==> src/rtl/muldiv_seq.sv <==
// muldiv_seq: iterative MUL/MULH/DIV/REM unit beside the EX-stage ALU.
// Define MULDIV_EARLY_EXIT_EN to finish MUL/MULH with a zero operand early.
module muldiv_seq #(
  parameter int WIDTH = 8,
  parameter int CNT_W = 4
) (
  input  logic             clk,
  input  logic             reset,
  input  logic             start,
  input  logic [1:0]       op,
  input  logic             is_unsigned,
  input  logic [WIDTH-1:0] operand_a,
  input  logic [WIDTH-1:0] operand_b,
  input  logic             flush,
  output logic             stall,
  output logic             busy,
  output logic             done,
  output logic [WIDTH-1:0] result,
  output logic             div_by_zero
);

  typedef enum logic [1:0] {
    IDLE,
    CALC,
    DONE
  } state_t;

  localparam logic [1:0] OP_MUL  = 2'b00;
  localparam logic [1:0] OP_MULH = 2'b01;
  localparam logic [1:0] OP_DIV  = 2'b10;
  localparam logic [1:0] OP_REM  = 2'b11;

  localparam logic [CNT_W-1:0] LAST = CNT_W'(WIDTH - 1);

  state_t             state_q;
  state_t             state_d;
  logic [CNT_W-1:0]   cnt_q;
  logic [1:0]         op_q;
  logic               sa_q;
  logic               sb_q;
  logic [WIDTH-1:0]   a_q;
  logic [WIDTH-1:0]   b_q;
  logic [2*WIDTH-1:0] prod_q;
  logic [WIDTH-1:0]   rem_q;
  logic [WIDTH-1:0]   quo_q;
  logic [WIDTH-1:0]   res_q;
  logic               dbz_q;

  logic               take;
  logic               sign_a;
  logic               sign_b;
  logic [WIDTH-1:0]   a_mag;
  logic [WIDTH-1:0]   b_mag;
  logic               zero_div;
  logic               zero_mul;
  logic               skip;

  logic [WIDTH:0]     acc_sum;
  logic [2*WIDTH-1:0] prod_nx;
  logic [2*WIDTH-1:0] prod_s;
  logic [WIDTH:0]     trial;
  logic [WIDTH:0]     diff;
  logic               fits;
  logic [WIDTH-1:0]   rem_nx;
  logic [WIDTH-1:0]   quo_nx;
  logic               neg_q;
  logic [WIDTH-1:0]   fin;

  // Request decode in IDLE
  assign take     = start & ~flush;
  assign sign_a   = ~is_unsigned & operand_a[WIDTH-1];
  assign sign_b   = ~is_unsigned & operand_b[WIDTH-1];
  assign a_mag    = sign_a ? -operand_a : operand_a;
  assign b_mag    = sign_b ? -operand_b : operand_b;
  assign zero_div = op[1] & (operand_b == '0);

`ifdef MULDIV_EARLY_EXIT_EN
  assign zero_mul = ~op[1] &
                    ((operand_a == '0) | (operand_b == '0));
`else
  assign zero_mul = 1'b0;
`endif

  assign skip = zero_div | zero_mul;

  // Shift-add multiply step
  assign acc_sum = {1'b0, prod_q[2*WIDTH-1:WIDTH]} +
                   (prod_q[0] ? {1'b0, a_q} : '0);
  assign prod_nx = {acc_sum, prod_q[WIDTH-1:1]};

  // Restoring divide step; no borrow means the divisor fits
  assign trial  = {rem_q, quo_q[WIDTH-1]};
  assign diff   = trial - {1'b0, b_q};
  assign fits   = ~diff[WIDTH];
  assign rem_nx = fits ? diff[WIDTH-1:0] : trial[WIDTH-1:0];
  assign quo_nx = {quo_q[WIDTH-2:0], fits};

  assign neg_q  = sa_q ^ sb_q;
  assign prod_s = neg_q ? -prod_nx : prod_nx;

  always_comb begin
    fin = '0;
    unique case (op_q)
      OP_MUL:  fin = prod_s[WIDTH-1:0];
      OP_MULH: fin = prod_s[2*WIDTH-1:WIDTH];
      OP_DIV:  fin = neg_q ? -quo_nx : quo_nx;
      OP_REM:  fin = sa_q ? -rem_nx : rem_nx;
    endcase
  end

  always_ff @(posedge clk) begin
    if (reset) state_q <= IDLE;
    else       state_q <= state_d;
  end

  always_comb begin
    state_d = state_q;
    stall   = 1'b0;
    busy    = (state_q != IDLE);
    done    = (state_q == DONE);
    unique case (state_q)
      IDLE: begin
        stall = take;
        if (take) state_d = skip ? DONE : CALC;
      end
      CALC: begin
        stall = 1'b1;
        if (flush)              state_d = IDLE;
        else if (cnt_q == LAST) state_d = DONE;
      end
      DONE:    state_d = IDLE;
      default: state_d = IDLE;
    endcase
  end

  always_ff @(posedge clk) begin
    if (reset) begin
      cnt_q  <= '0;
      op_q   <= '0;
      sa_q   <= 1'b0;
      sb_q   <= 1'b0;
      a_q    <= '0;
      b_q    <= '0;
      prod_q <= '0;
      rem_q  <= '0;
      quo_q  <= '0;
      res_q  <= '0;
      dbz_q  <= 1'b0;
    end else if (state_q == IDLE) begin
      if (take) begin
        op_q   <= op;
        sa_q   <= sign_a;
        sb_q   <= sign_b;
        a_q    <= a_mag;
        b_q    <= b_mag;
        cnt_q  <= '0;
        prod_q <= {{WIDTH{1'b0}}, b_mag};
        rem_q  <= '0;
        quo_q  <= a_mag;
        dbz_q  <= zero_div;
        // Zero divisor: all-ones quotient, dividend as remainder
        if (zero_div)
          res_q <= op[0] ? operand_a : '1;
        else if (zero_mul)
          res_q <= '0;
      end
    end else if (state_q == CALC) begin
      if (!flush) begin
        cnt_q <= cnt_q + 1'b1;
        if (op_q[1]) begin
          rem_q <= rem_nx;
          quo_q <= quo_nx;
        end else begin
          prod_q <= prod_nx;
        end
        if (cnt_q == LAST) res_q <= fin;
      end
    end
  end

  assign result      = res_q;
  assign div_by_zero = done & dbz_q;

endmodule

==> config.mk <==
export PLATFORM = sky130hd
export DESIGN_NAME = muldiv_seq
export DESIGN_NICKNAME = d
export VERILOG_FILES = /design/src/rtl/muldiv_seq.sv
export SDC_FILE = /design/constraint.sdc
export NUM_CORES = 1
export LEC_CHECK = 0
export CAP_MARGIN = 5
export CELL_PAD_IN_SITES_DETAIL_PLACEMENT = 1
export CELL_PAD_IN_SITES_GLOBAL_PLACEMENT = 1
export CORE_MARGIN = 1.5
export CORE_UTILIZATION = 44
export DETAILED_ROUTE_END_ITERATION = 8
export PLACE_DENSITY = 0.91
export SLEW_MARGIN = 40
export SYNTH_ARGS = -nofsm -noshare
export SYNTH_HDL_FRONTEND = slang
export SYNTH_SLANG_ARGS = --single-unit
==> constraint.sdc <==
create_clock -name clk -period 5.1 [get_ports clk]
set_clock_uncertainty 0.1 [all_clocks]
set_input_delay 1.53 -clock clk [delete_from_list [all_inputs] [get_ports clk]]
set_output_delay 1.53 -clock clk [all_outputs]
set_load 0.03 [all_outputs]
After elaboration in Yosys (flattened, before gate mapping) --
Index checks and enable logic that the tools add are counted.
Storage, ports and cells: output and inout bits 12, logic and storage cells 93, register bits 67
Cells by class: eq/ne operators 11, muxes and demuxes 40, reduce and logical (&&, ||, !) cells 13, add/subtract/negate cells 8, bitwise logic cells 9
Operators by type and width (count):
- two-way mux 8 bit | 23
- two-way mux 16 bit | 6
- negation 8 bit | 4
- one-hot mux 8 bit (4 select lines) | 1
- two-way mux 4 bit | 4
- negation 16 bit | 1
- adder 8 x 8 -> 9 bit | 1
- subtractor 9 x 8 -> 9 bit | 1
- zero test 8 bit | 1
- two-way mux 2 bit | 4
- AND reduction 4 bit | 2
- nonzero test 2 bit | 4
- == test 2 bit (second input constant) | 3
- bitwise AND 1 bit | 5
- AND reduction 5 bit | 1
- adder 4 x 1 -> 4 bit (second input constant) | 1
- == test 2 x 1 -> 1 bit (second input constant) | 2
- == test 4 x 3 -> 1 bit (second input constant) | 1
- zero test 2 bit | 2
- inequality test 2 x 1 -> 1 bit (second input constant) | 2
- inequality test 2 bit (second input constant) | 2
- one-hot mux 2 bit (2 select lines) | 1
- AND reduction 2 bit | 2
- inequality test 3 bit (second input constant) | 1
- other kinds (4) | 6

Longest topological paths before layout --
depth after elaboration 9, gate-level depth with buffers 19

Worst setup path after synthesis --
No wires, ideal clock.
path type flip-flop to flip-flop, from register quo_q[7], to register res_q[4], in the netlist result[4], data required time 4.876 ns, data arrival time 3.710 ns, cell stages (with the launch flop) 20, slack 1.166 ns, period minus slack after synthesis 3.934 ns, library setup time 0.124 ns, path through dfxtp_1 inv_1 ha_1 inv_1 fa_1 a211oi_2 o31ai_4 and4_4 buf_6 nor2_8 buf_4 mux2i_1 ha_1 nand3_1 mux2_2 or3_1 o211a_1 xor2_1 a221oi_1 o21ai_1
On the way: longest elaborated chain between the ends 9, elaborated cells on any way between the ends 12
RTL lines:
- from (decl) | RTL line 45 | logic [WIDTH-1:0] quo_q;
- from (signal assigned) | RTL line 159 | quo_q <= a_mag;
- from (signal assigned) | RTL line 172 | quo_q <= quo_nx;
- subtractor 9 x 8 -> 9 bit | RTL line 93 | assign diff = trial - {1'b0, b_q};
- two-way mux 8 bit / inverter 1 bit (equally long branches) | RTL line 95, 94
- negation 8 bit, on equally long branches | RTL line 107, 106
- two-way mux 8 bit, on equally long branches | RTL line 107, 106
- one-hot mux 8 bit (4 select lines) (*) | RTL line 103 | unique case (op_q)
- two-way mux 8 bit (*) | RTL line 176 | if (cnt_q == LAST) res_q <= fin;
- two-way mux 8 bit (*) | RTL line 168 | if (!flush) begin
- two-way mux 8 bit (*) | RTL line 167 | end else if (state_q == CALC) begin
- two-way mux 8 bit (*) | RTL line 149 | end else if (state_q == IDLE) begin
- to (signal assigned) | RTL line 163 | res_q <= op[0] ? operand_a : '1;
- to (signal assigned) | RTL line 176
- to (decl) | RTL line 46 | logic [WIDTH-1:0] res_q;
Mark *: on every way between the ends. The rest lies on a longest branch, timed or not. The select of a mux whose other input is x is not followed. A chain may end at the register's enable or synchronous reset.

Worst setup path after layout --
from input start, to output stall
On the way: longest elaborated chain between the ends 2
RTL lines:
- from (decl) | RTL line 9 | input logic start,
- bitwise AND 1 bit | RTL line 70 | assign take = start & ~flush;
- one-hot mux 1 bit (2 select lines) | RTL line 121 | unique case (state_q)
- to (decl) | RTL line 15 | output logic stall,
Every way passes these cells.

==> impl_metrics.json <==
{
  "hold_viol_final": 0,
  "drt-total-wl_um": 15570,
  "crit_required_ns": 3.47,
  "cts_root_buffer": "clkbuf_8",
  "io_buffer_count": 34,
  "p_seq_share_pct": 42.9,
  "cts_buffer_depth": 2,
  "most-common-layout-cells": "nor2_1 (110), dfxtp_1 (66), nand2_1 (51), a21oi_1 (46), a211oi_1 (35)",
  "cap_violations": 0,
  "min_period_ns": 4.690,
  "cts_buffers": 9,
  "syn-cell-area_um2": 4758,
  "worst-path-max-fanout": 3,
  "clkSlewWorstSetupHoldPaths_ns": 0.08,
  "finalWorstSetupSlack_ns": 0.4097,
  "area_delta_synth_final_pct": 12.44,
  "io_pins": 35,
  "cts-hold-fix-buffers": 0,
  "drtAntennaViolNets": 0,
  "cts-resized-gates": 0,
  "ir_drop_v": 0.00009800,
  "tritoncts": "yes",
  "cp-start-kind": "input pin",
  "fp.dieW_um": 107.0,
  "p_clk_share_pct": 30.0,
  "drt_iter0_markers": 304,
  "synth-async-reset-ratio_pct": 0,
  "crit_buf_inv": 2,
  "row_count": 37,
  "die_h_um": 107.0,
  "power_frac_comb_pct": 27.1,
  "gr-total-overflow": 0,
  "holdPathStages": 2,
  "powerDensity_nw_per_um2": 250.4,
  "avgSynthCellArea_um2": 7.601,
  "drive_gt1_share_pct": 6.337,
  "drc_errors": 0,
  "wl_per_cell_um": 19.88,
  "preCtsSetupSlack_ns": 0.4181,
  "nets": 689,
  "grt_max_degree": 41,
  "hp-class": "reg -> reg",
  "synth.yosys.seq_area_share_pct": 28.19,
  "min_to": "result[4]",
  "timing.final.crit_share_pct": 91.97,
  "synth.ff_latch_count": 67,
  "total_power_mw": 1.340,
  "r2r-end": "result[4]",
  "cp_cell_sequence": "clkdlybuf4s50_1 -> nor2b_1 -> nor2_1 -> nor2_1 -> clkdlybuf4s50_1",
  "grt_pass1_vias": 4911,
  "crit_slowest_cell": "clkdlybuf4s50_1",
  "diodes": 0,
  "antenna_found_initial": 0,
  "syn_inst": 626,
  "slew_headroom_pct": 58.85,
  "reg2reg_slack_ns": 0.71,
  "place_congestion": 0.8959,
  "min_from": "result[4]",
  "max_freq_mhz": 213.2,
  "tightest_slew_ns": 0.6158,
  "internal_power_uw": 872.8,
  "cts_setup_buffers": 0,
  "grt_pass1_wl_um": 25010,
  "finish.instance_area_um2": 5350,
  "whs_ns": 0.3705,
  "crit-reg2reg-launch": "quo_q[7]",
  "p_leak_nw": 2.060,
  "syn_nets": 673,
  "criticalPathCategory": "in -> out",
  "p_sw_share_pct": 34.84,
  "synth_edf_count": 0,
  "power_switching_uw": 466.7,
  "htree_num_levels": 3,
  "maxSlewViolCount": 0,
  "final_common_cell": "nor2_1",
  "yosys_warnings": 0,
  "dp_hpwl_um": 11630,
  "cp_top_family": "buffers and inverters",
  "ys.flop_type": "dfxtp_1",
  "status": "completed",
  "num_vias": 4744,
  "cpPeakStageDelay_ns": 0.67,
  "rr_worst_depth": 18,
  "initial_core_util_pct": 45.68,
  "grtUsageTotal_pct": 27.94,
  "core_area_um2": 10420,
  "end_kind": "output pin",
  "clk_latency_ns": 0.35,
  "setup_viol_count_final": 0,
  "tns_ns": 0,
  "die_area_um2": 11450,
  "place_area_um2": 5170,
  "clock-sinks": 67,
  "worst_ep_arrival_time_ns": 3.06,
  "rsz0062_at_grt": "false",
  "firstDrtPassIters": 4,
  "ys_types": 63,
  "vias_per_cell": 6.059
}
## power groups by stage
stage | combinational [mW] | clock, mW | sequential [mW]
6_report | 0.363 | 0.402 | 0.574
2_1_floorplan | 0.252 | 0 | 0.574
3_3_place_gp | 0.338 | 0 | 0.583
3_5_place_dp | 0.354 | 0 | 0.585
4_1_cts | 0.357 | 0.406 | 0.574
5_1_grt | 0.393 | 0.429 | 0.578
## state kept, by name, summed over array words and instances (netlist names)
register  cells
sb_q          1
rem_q         8
a_q           8
sa_q          1
result        8
quo_q         8
state_q       2
prod_q       16
cnt_q         4
dbz_q         1
b_q           8
op_q          2
## stage by stage
stage | util (%) | instances
3_5_place_dp | 49.63 | 767
2_1_floorplan | - | 626
6_report | 51.36 | 783
3_3_place_gp | 49.63 | 767
4_1_cts | 51.28 | 783
5_1_grt | 51.36 | 783
## per-layer routing
metal / GRT usage (%) / routed length, µm / up-vias
met5: 0 / 0 / -
met4: 9.619 / 331 / 0
met3: 4.863 / 673 / 30
met2: 47.85 / 7527 / 130
met1: 35.31 / 7033 / 2319
li1: - / - / 2265
## area by class of cell
class                   count  area [µm²]
repair buffers             40       380.4
flip-flops and latches     67        1343
clock inverters             4       26.28
well taps                 136       170.2
clock buffers              12       145.1
fillers                  1318        5066
inverters                  22       85.08
multi-input cells         502        3201
## worst max-delay path by stage
stage	from	endpoint	cells after the start
after global placement	start	stall	5
after floorplan	quo_q[7]	result[4]	19
after global routing	start	stall	5
final	start	stall	5
after CTS	start	stall	5
after detailed placement	start	stall	5
## kinds of logic after synthesis
group,count (synthesis),synth area share [%]
flops,67,28.19
fa+ha+maj,24,6.626
xor+xnor,45,8.283
mux,12,3.208
simple gates,241,23.09
compound gates,180,25.77
buf+inv,57,4.838
## cell usage after synthesis (2+ instances only)
master	n	area, µm²
nor2_1	111	416.7
dfxtp_1	67	1341
nand2_1	51	191.4
a21oi_1	46	230.2
a211oi_1	35	262.8
clkbuf_1	31	116.4
xnor2_1	29	254.0
ha_1	22	275.3
o21ai_0	22	110.1
inv_1	21	78.83
nor3_1	21	105.1
xor2_1	16	140.1
a22oi_1	13	97.59
and2_1	13	81.33
o21a_1	10	75.07
nand3_1	8	40.04
mux2i_1	7	70.07
o31ai_1	7	52.55
nand3b_1	6	45.04
or3_1	6	37.54
nand2b_1	5	31.28
nor2b_1	5	31.28
a21o_1	4	30.03
a31oi_1	4	25.02
nor4_1	4	25.02
o21ai_1	4	20.02
o41ai_1	4	35.03
a221oi_1	3	26.28
o21bai_1	3	22.52
a2111oi_0	2	17.52
a211oi_2	2	25.02
a311oi_1	2	17.52
buf_2	2	10.01
fa_1	2	40.04
mux2_2	2	22.52
mux4_2	2	45.04
nand4_1	2	12.51
nor4b_1	2	17.52
o211a_1	2	20.02
o211ai_1	2	15.01
o22ai_1	2	12.51
o31a_1	2	17.52
or2_2	2	12.51
## tightest hold or removal path, cell delays in order, from the launching register on
cell	delay (ns)
dfxtp_1	0.32
nand2_1	0.05
o21ai_1	0.05
Power figures use the tool's default switching activity.
